### src/rtl/fifo_sync_param.sv
// Parametrised single-clock FIFO with occupancy, almost-full/empty thresholds, sticky error flags and flush.
// Define FIFO_FWFT_EN for first-word-fall-through; otherwise dout is a registered read port.
module fifo_sync_param #(
    parameter int WIDTH    = 8,
    parameter int DEPTH    = 32,
    parameter int AF_LEVEL = DEPTH - 2,
    parameter int AE_LEVEL = 2,
    parameter int CNT_W    = $clog2(DEPTH + 1)
) (
    input  logic             clk,
    input  logic             rst_n,
    input  logic             flush,
    input  logic             wr_en,
    input  logic [WIDTH-1:0] din,
    output logic             full,
    output logic             almost_full,
    input  logic             rd_en,
    output logic [WIDTH-1:0] dout,
    output logic             empty,
    output logic             almost_empty,
    output logic [CNT_W-1:0] count,
    output logic             overflow,
    output logic             underflow
);
    localparam int PTR_W = $clog2(DEPTH);
    localparam logic [PTR_W-1:0] LAST_PTR = PTR_W'(DEPTH - 1);
    localparam logic [CNT_W-1:0] FULL_CNT = CNT_W'(DEPTH);
    localparam logic [CNT_W-1:0] AF_CNT   = CNT_W'(AF_LEVEL);
    localparam logic [CNT_W-1:0] AE_CNT   = CNT_W'(AE_LEVEL);

    logic [WIDTH-1:0] r_mem [DEPTH];
    logic [PTR_W-1:0] r_wr_ptr;
    logic [PTR_W-1:0] r_rd_ptr;
    logic [CNT_W-1:0] r_count;
    logic             r_overflow;
    logic             r_underflow;

    logic w_empty;
    logic w_full;
    logic w_rd_fire;
    logic w_wr_fire;

    // Handshake: a request fires in the cycle it is high and the FIFO can take it (write: not full,
    // or full with a read firing in the same cycle; read: not empty). Requests that cannot fire are
    // dropped and flagged; there is no back-pressure beyond full/empty.
    assign w_empty   = (r_count == '0);
    assign w_full    = (r_count == FULL_CNT);
    assign w_rd_fire = rd_en & ~w_empty;
    assign w_wr_fire = wr_en & (~w_full | w_rd_fire);

    assign empty        = w_empty;
    assign full         = w_full;
    assign almost_full  = (r_count >= AF_CNT);
    assign almost_empty = (r_count <= AE_CNT);
    assign count        = r_count;
    assign overflow     = r_overflow;
    assign underflow    = r_underflow;

    // Storage has no reset; rst_n gates the write so a reset edge never commits a word.
    always_ff @(posedge clk) begin
        if (rst_n && !flush && w_wr_fire) begin
            r_mem[r_wr_ptr] <= din;
        end
    end

    always_ff @(posedge clk or negedge rst_n) begin
        if (!rst_n) begin
            r_wr_ptr    <= '0;
            r_rd_ptr    <= '0;
            r_count     <= '0;
            r_overflow  <= 1'b0;
            r_underflow <= 1'b0;
        end else if (flush) begin
            r_wr_ptr    <= '0;
            r_rd_ptr    <= '0;
            r_count     <= '0;
            r_overflow  <= 1'b0;
            r_underflow <= 1'b0;
        end else begin
            if (w_wr_fire) begin
                r_wr_ptr <= (r_wr_ptr == LAST_PTR) ? '0 : r_wr_ptr + PTR_W'(1);
            end
            if (w_rd_fire) begin
                r_rd_ptr <= (r_rd_ptr == LAST_PTR) ? '0 : r_rd_ptr + PTR_W'(1);
            end
            case ({w_wr_fire, w_rd_fire})
                2'b10:   r_count <= r_count + CNT_W'(1);
                2'b01:   r_count <= r_count - CNT_W'(1);
                default: r_count <= r_count;
            endcase
            if (wr_en && !w_wr_fire) begin
                r_overflow <= 1'b1;
            end
            if (rd_en && w_empty) begin
                r_underflow <= 1'b1;
            end
        end
    end

`ifdef FIFO_FWFT_EN
    assign dout = r_mem[r_rd_ptr];
`else
    logic [WIDTH-1:0] r_dout;

    // dout is not touched by flush so the last read word stays visible.
    always_ff @(posedge clk or negedge rst_n) begin
        if (!rst_n) begin
            r_dout <= '0;
        end else if (!flush && w_rd_fire) begin
            r_dout <= r_mem[r_rd_ptr];
        end
    end

    assign dout = r_dout;
`endif

endmodule
### config.mk
export PLATFORM = sky130hd
export DESIGN_NAME = fifo_sync_param
export DESIGN_NICKNAME = d
export VERILOG_FILES = /design/src/rtl/fifo_sync_param.sv
export SDC_FILE = /design/constraint.sdc
export NUM_CORES = 1
export LEC_CHECK = 0
export CAP_MARGIN = 20
export CORE_MARGIN = 8
export CORE_UTILIZATION = 50
export CTS_CLUSTER_SIZE = 14
export DETAILED_ROUTE_END_ITERATION = 10
export DONT_BUFFER_PORTS = 1
export PLACE_DENSITY = 0.73
export SYNTH_ARGS = -nofsm -noshare
export SYNTH_HDL_FRONTEND = slang
export SYNTH_SLANG_ARGS = --single-unit
### constraint.sdc
create_clock -name clk -period 4.3 [get_ports clk]
set_clock_uncertainty 0.1 [all_clocks]
set_input_delay 0.215 -clock clk [delete_from_list [all_inputs] [get_ports clk]]
set_output_delay 0.215 -clock clk [all_outputs]
set_load 0.03 [all_outputs]
==> results of run 1 <==
==> area by class of cell <==
class	instances	area, um^2	share of cell area
clock inverters	8	42.54	0.003303
multi-input cells	322	2984	0.2317
well taps	285	356.6	0.02768
clock buffers	42	762.0	0.05915
inverters	6	22.52	0.001748
repair buffers	28	370.4	0.02875
flip-flops and latches	282	8343	0.6477
==> per-layer routing <==
metal  routed length [um]  up-vias  global-route usage
li1                     -     2618                   -
met1                 9812     3134              0.2264
met2                11620      254              0.2754
met3                 1745       39             0.03227
met4                  625        0             0.05551
met5                    0        -                   0
==> logic make-up (layout without fill, tap and decap cells) <==
family | count (synthesis) | count (layout) | synth area share
DFF | 282 | 282 | 0.7232
and+or+nand+nor | 122 | 122 | 0.04754
muxes | 111 | 111 | 0.1486
AOI/OAI and AO/OA | 73 | 73 | 0.04602
buffers and inverters | 41 | 84 | 0.01791
adders and majority gates | 12 | 12 | 0.01367
xor gates and xnor gates | 4 | 4 | 0.003039
==> synth_stat cells, drive strengths merged <==
cell type	instances	area share
a2111oi	7	0.0053
a211o	1	0.00076
a211oi	4	0.0026
a21o	2	0.0013
a21oi	20	0.0087
a221o	14	0.012
a221oi	2	0.0015
a22oi	1	0.00065
a31oi	2	0.0011
a41o	2	0.0018
and2	2	0.0011
and3	3	0.0016
buf	23	0.012
clkbuf	12	0.0039
clkinv	1	0.00033
dfrtp	26	0.056
edfxtp	256	0.67
fa	1	0.0017
ha	11	0.012
inv	5	0.0016
mux2	1	0.00098
mux2i	62	0.054
mux4	48	0.094
nand2	30	0.0098
nand3	2	0.00087
nand3b	4	0.0026
nand4	1	0.00054
nor2	65	0.021
nor2b	2	0.0011
nor3	4	0.0017
nor3b	2	0.0013
o21ai	14	0.0061
o21bai	1	0.00065
o221a	1	0.00098
o22ai	1	0.00054
o31ai	1	0.0018
or2	1	0.00054
or3	1	0.00054
or3b	1	0.00076
or4	2	0.0016
or4b	2	0.0021
xnor2	2	0.0015
xor2	2	0.0015
==> metrics by stage <==
step,total power [W],cell area [um^2],cells,utilization,hold WS (ns)
after floorplan,0.004326,11530,645,-,-0.1806
after global placement,0.004519,11760,900,0.5193,-0.1795
after detailed placement,0.004552,11760,900,0.5193,-0.1795
after CTS,0.006772,12880,973,0.5689,0.02411
after global routing,0.006985,12880,973,0.5689,0.06582
final,0.006725,12880,973,0.5689,0.03873
==> registers in the layout, indices dropped and copies added, names as in the netlist <==
| name | flops |
|---|---|
| underflow | 1 |
| r_rd_ptr | 5 |
| count | 6 |
| overflow | 1 |
| dout | 8 |
| r_wr_ptr | 5 |
| r_mem | 256 |
==> how the worst max path moves through the flow <==
stage,end,cells past startpoint,slack [ns],start
2_1_floorplan,count[5],9,1.10,count[3]
3_3_place_gp,count[5],9,0.88,count[3]
3_5_place_dp,count[5],9,0.76,count[3]
4_1_cts,count[5],9,0.74,count[3]
5_1_grt,count[5],9,0.58,count[3]
6_report,count[5],9,0.73,count[3]
==> power groups by stage <==
stage	registers, W	clock network [W]	logic, W
6_report	0.00340	0.00216	0.00116
5_1_grt	0.00343	0.00231	0.00125
3_5_place_dp	0.00347	0	0.00109
2_1_floorplan	0.00330	0	0.00102
4_1_cts	0.00341	0.00219	0.00117
3_3_place_gp	0.00346	0	0.00106
==> worst min-delay path: stages <==
cell	delay, ns
nor2_1	0.09
mux2i_1	0.17
mux2_1	0.15
==> results_dict.tcl, run 1 <==
set metrics [dict create \
    status "finished clean" \
    crit_required_ns 4.61 \
    p_clk_frac 0.322 \
    syn_nets 670 \
    cp-end-kind "register" \
    fill_cells 1632 \
    initial_core_util 0.5092 \
    max_freq_ghz 0.2798 \
    cts_resized 0 \
    p_int_w 0.004844 \
    final_common_cell "edfxtp_1" \
    cts_buffers 27 \
    grt_usage 0.1689 \
    area_growth_pct 11.73 \
    die_h_um 167.8 \
    insertedDiodeCount 0 \
    yosysWarningCount 0 \
    synth_cell_types 50 \
    hold_end "count[5]" \
    grt_max_degree 43 \
    cts-root-buf "clkbuf_16" \
    maxSlewViolCount 0 \
    synthCells 645 \
    slowest_stage "or4_4" \
    clk_path_buf_depth 3 \
    drtIter0Drc 553 \
    r2r-start "count[3]" \
    path_delay_family "compound AO/OA/AOI/OAI gates" \
    grt_pass1_vias 6110 \
    clock_latency_ns 0.53 \
    detail-route-antenna-nets 0 \
    port-buffer-count 0 \
    rows 55 \
    swShare 0.2797 \
    holdPathStages 3 \
    final_cell_mix "edfxtp_1, nor2_1, mux2i_1" \
    max_stage_delay_ns 0.64 \
    route.vias.total 6045 \
    comb_power_share 0.173 \
    cp_num_buf_inv 0 \
    path_cells "or4_4 -> o31ai_4 -> nor2_1 -> ha_1 -> a211oi_1 -> o21bai_1 -> a21oi_1 -> mux2i_1 -> mux2_1" \
    clkTransAtPathRegs_ns 0.06 \
    grt_pass1_wl_um 36780 \
    antenna_found_initial 0 \
    ys_ff_latch 282 \
    die_width_um 167.8 \
    maxSlewHeadroom 0.3251 \
    gp_congestion 0.8323 \
    gr-total-overflow 0 \
    period_minus_slack_ns 3.575 \
    hp-class "input port to register" \
    hold_viol_final 0 \
    p_seq_frac 0.506 \
    power.switching_w 0.001881 \
    dr.pass1.iters 5 \
    cts_setup_buffers 0 \
    p_leak_nw 4.320 \
    via_per_inst 6.213 \
    worstPathArrival_ns 3.88 \
    setup_viol 0 \
    wl_um 23810 \
    crit_fanout 10 \
    postCtsHoldBufs 23 \
    ir_drop_mv 0.3262 \
    final.setup.tns_ns 0 \
    drive_gt1_frac 0.1584 \
    worstMarginPinSlew_ns 1.005 \
    yosysSeqAreaShare 0.7232 \
    dpl.hpwl_um 14500 \
    power.density_nw_per_um2 522.1 \
    hp-start "wr_en" \
    synth_area_per_cell_um2 17.87 \
    rsz0062_at_grt "false" \
    io_pins 33 \
    final_net_count 692 \
    crit_path_start_kind "register" \
    core_area_um2 22640 \
    dieArea_um2 28170 \
    rrSetupSlack_ns 0.73 \
    wl_per_cell_um 24.47 \
    r2r-end "count[5]" \
    remaining_drc_errors 0 \
    synth_area_um2 11530 \
    finalCritPeriodShare 0.8313 \
    tritoncts "built" \
    cts_max_level 1 \
    clock_sinks 282 \
    cap_violations 0 \
    rr_worst_depth 9 \
    setup_slack_ns 0.7255 \
    place_ws_ns 0.7645 \
    critical_path_class "register to register" \
]
Note: power is estimated with default switching activity, not from simulation.
==> inputs of run 2 (changes only) <==
--- a/config.mk
+++ b/config.mk
@@ -11,7 +11,7 @@
 export CTS_CLUSTER_SIZE = 14
 export DETAILED_ROUTE_END_ITERATION = 10
 export DONT_BUFFER_PORTS = 1
-export PLACE_DENSITY = 0.73
+export PLACE_DENSITY = 0.76
 export SYNTH_ARGS = -nofsm -noshare
 export SYNTH_HDL_FRONTEND = slang
 export SYNTH_SLANG_ARGS = --single-unit
==> constraint.sdc (replaced) <==
create_clock -name clk -period 3.15 [get_ports clk]
set_clock_uncertainty 0.1 [all_clocks]
set_input_delay 0.1575 -clock clk [delete_from_list [all_inputs] [get_ports clk]]
set_output_delay 0.1575 -clock clk [all_outputs]
set_load 0.03 [all_outputs]
==> results_dict.tcl, run 2 (synthesized netlist as in run 1, its figures left out) <==
set metrics [dict create \
    detail-route-antenna-nets 0 \
    critical_path_class "register to register" \
    top_register "r_mem" \
    die_width_um 167.8 \
    core_area_um2 22640 \
    grt_usage 0.1736 \
    dieArea_um2 28170 \
    rr_worst_depth 9 \
    drive_gt1_frac 0.2273 \
    cap_violations 0 \
    cts_buffers 28 \
    power.switching_w 0.002655 \
    area_growth_pct 16.11 \
    antenna_found_initial 1 \
    hp-class "input port to register" \
    insertedDiodeCount 0 \
    layoutNonFillerInstCount 1024 \
    cts-root-buf "clkbuf_16" \
    cp-end-kind "register" \
    die_h_um 167.8 \
    period_minus_slack_ns 2.976 \
    crit_fanout 6 \
    rsz0062_at_grt "false" \
    io_pins 33 \
    cts_max_level 1 \
    largest_register_ffs 256 \
    postLayoutCellArea_um2 13390 \
    seq_area_um2 8347 \
    drtIter0Drc 622 \
    ir_drop_mv 0.3279 \
    grt_pass1_wl_um 37740 \
    status "finished clean" \
    p_clk_frac 0.337 \
    final_cell_mix "edfxtp_1, nor2_1, mux2i_1" \
    clk_path_buf_depth 3 \
    power.density_nw_per_um2 721.6 \
    max_freq_ghz 0.3361 \
    gp_congestion 0.8196 \
    cts_setup_buffers 0 \
    clock_sinks 282 \
    holdPathStages 4 \
    placed_area_um2 12170 \
    via_per_inst 6.072 \
    swShare 0.2748 \
    finalCritPeriodShare 0.9447 \
    gr-total-overflow 0 \
    p_leak_nw 4.635 \
    dpl.hpwl_um 15300 \
    final_net_count 742 \
    worstPathArrival_ns 3.28 \
    crit_path_start_kind "register" \
    crit_required_ns 3.46 \
    grt_max_degree 50 \
    route.vias.total 6218 \
    maxSlewHeadroom 0.4570 \
    dr.pass1.iters 5 \
    p_seq_frac 0.459 \
    remaining_drc_errors 0 \
    final_common_cell "edfxtp_1" \
    initial_core_util 0.5092 \
    clkTransAtPathRegs_ns 0.06 \
    fill_cells 1563 \
    final.setup.tns_ns 0 \
    comb_power_share 0.203 \
    p_int_w 0.007004 \
    port-buffer-count 0 \
    wl_per_cell_um 24.06 \
    multi_input_comb_area_um2 2990 \
    hold_viol_final 0 \
    maxSlewViolCount 0 \
    critPathLaunch "count[3]" \
    setup_viol 0 \
    hp-start "wr_en" \
    grt_pass1_vias 6329 \
    dp.cells 951 \
    rows 55 \
    r2r-start "count[3]" \
    tritoncts "built" \
    wl_um 24640 \
    clock_latency_ns 0.53 \
    worstMarginPinSlew_ns 0.8118 \
]
==> run 2: changes by cell type in the layout (fill, tap and decap cells not counted), sizes merged <==
cell         before  now
buf              14   65
bufinv            0    3
clkbuf           42   35
clkinv            8   14
clkinvlp          0    1
dlygate4sd3      14   12
inv               6    5
==> run 2: power by group through the flow <==
stage / Clock [W] / Sequential [W] / Combinational (W)
6_report: 0.00326 / 0.00444 / 0.00196
5_1_grt: 0.00345 / 0.00445 / 0.00212
4_1_cts: 0.00330 / 0.00444 / 0.00197
3_5_place_dp: 0 / 0.00452 / 0.00186
3_3_place_gp: 0 / 0.00451 / 0.00181
2_1_floorplan: 0 / 0.00451 / 0.00140
==> run 2: through the flow <==
| stage | util | power (W) | setup WS (ns) | hold slack [ns] |
|---|---|---|---|---|
| floorplan | - | 0.005911 | 0.01519 | -0.2381 |
| global placement | 0.5376 | 0.006324 | 0.2029 | -0.2371 |
| detailed placement | 0.5376 | 0.006379 | 0.1583 | -0.2372 |
| CTS | 0.5898 | 0.009715 | 0.1242 | 0.02703 |
| global route | 0.5912 | 0.01002 | 0.02108 | 0.04739 |
| finish | 0.5912 | 0.009659 | 0.1743 | 0.03604 |
==> run 2: final cells by class <==
| cell class | instances | area share |
|---|---|---|
| clock inverter | 17 | 0.01159 |
| clock buffer | 35 | 0.05590 |
| sequential | 282 | 0.6236 |
| multi-input combinational | 322 | 0.2234 |
| timing repair buffer | 77 | 0.05721 |
| tap | 285 | 0.02664 |
| inverter | 6 | 0.001683 |
==> run 2: path summary, 6_finish.rpt <==
| kind | end | slack, ns |
|---|---|---|
| worst max-delay path | count[5] | 0.17 |
| max in group asynchronous | r_rd_ptr[0] | 2.71 |
| min in group asynchronous | count[1] | 0.07 |
| worst min-delay path | count[5] | 0.04 |
| worst min register to register | r_rd_ptr[2] | 0.54 |
| worst max register to register | count[5] | 0.17 |
==> run 2: metal layers <==
| layer | up-vias | GRT usage | share of wire |
|---|---|---|---|
| met5 | - | 0 | 0.00053 |
| met4 | 2 | 0.06095 | 0.030 |
| met3 | 51 | 0.02970 | 0.076 |
| met2 | 257 | 0.2905 | 0.49 |
| met1 | 3184 | 0.2268 | 0.40 |
| li1 | 2724 | - | - |
==> run 2: timing repair <==
| item | CTS | global route |
|---|---|---|
| gates resized for setup | 0 | 1 |
| setup endpoints to repair | 0 | 1 |
| endpoints found under the hold margin | 302 | 0 |
| hold buffers | 20 | 0 |
==> run 2: worst max-delay path: stages (launching register included) <==
cell	delay, ns
dfrtp_2	0.40
or4_4	0.57
o31ai_4	0.27
nor2_2	0.12
ha_1	0.30
a211oi_1	0.24
o21bai_1	0.12
a21oi_2	0.17
mux2i_1	0.21
mux2_1	0.34
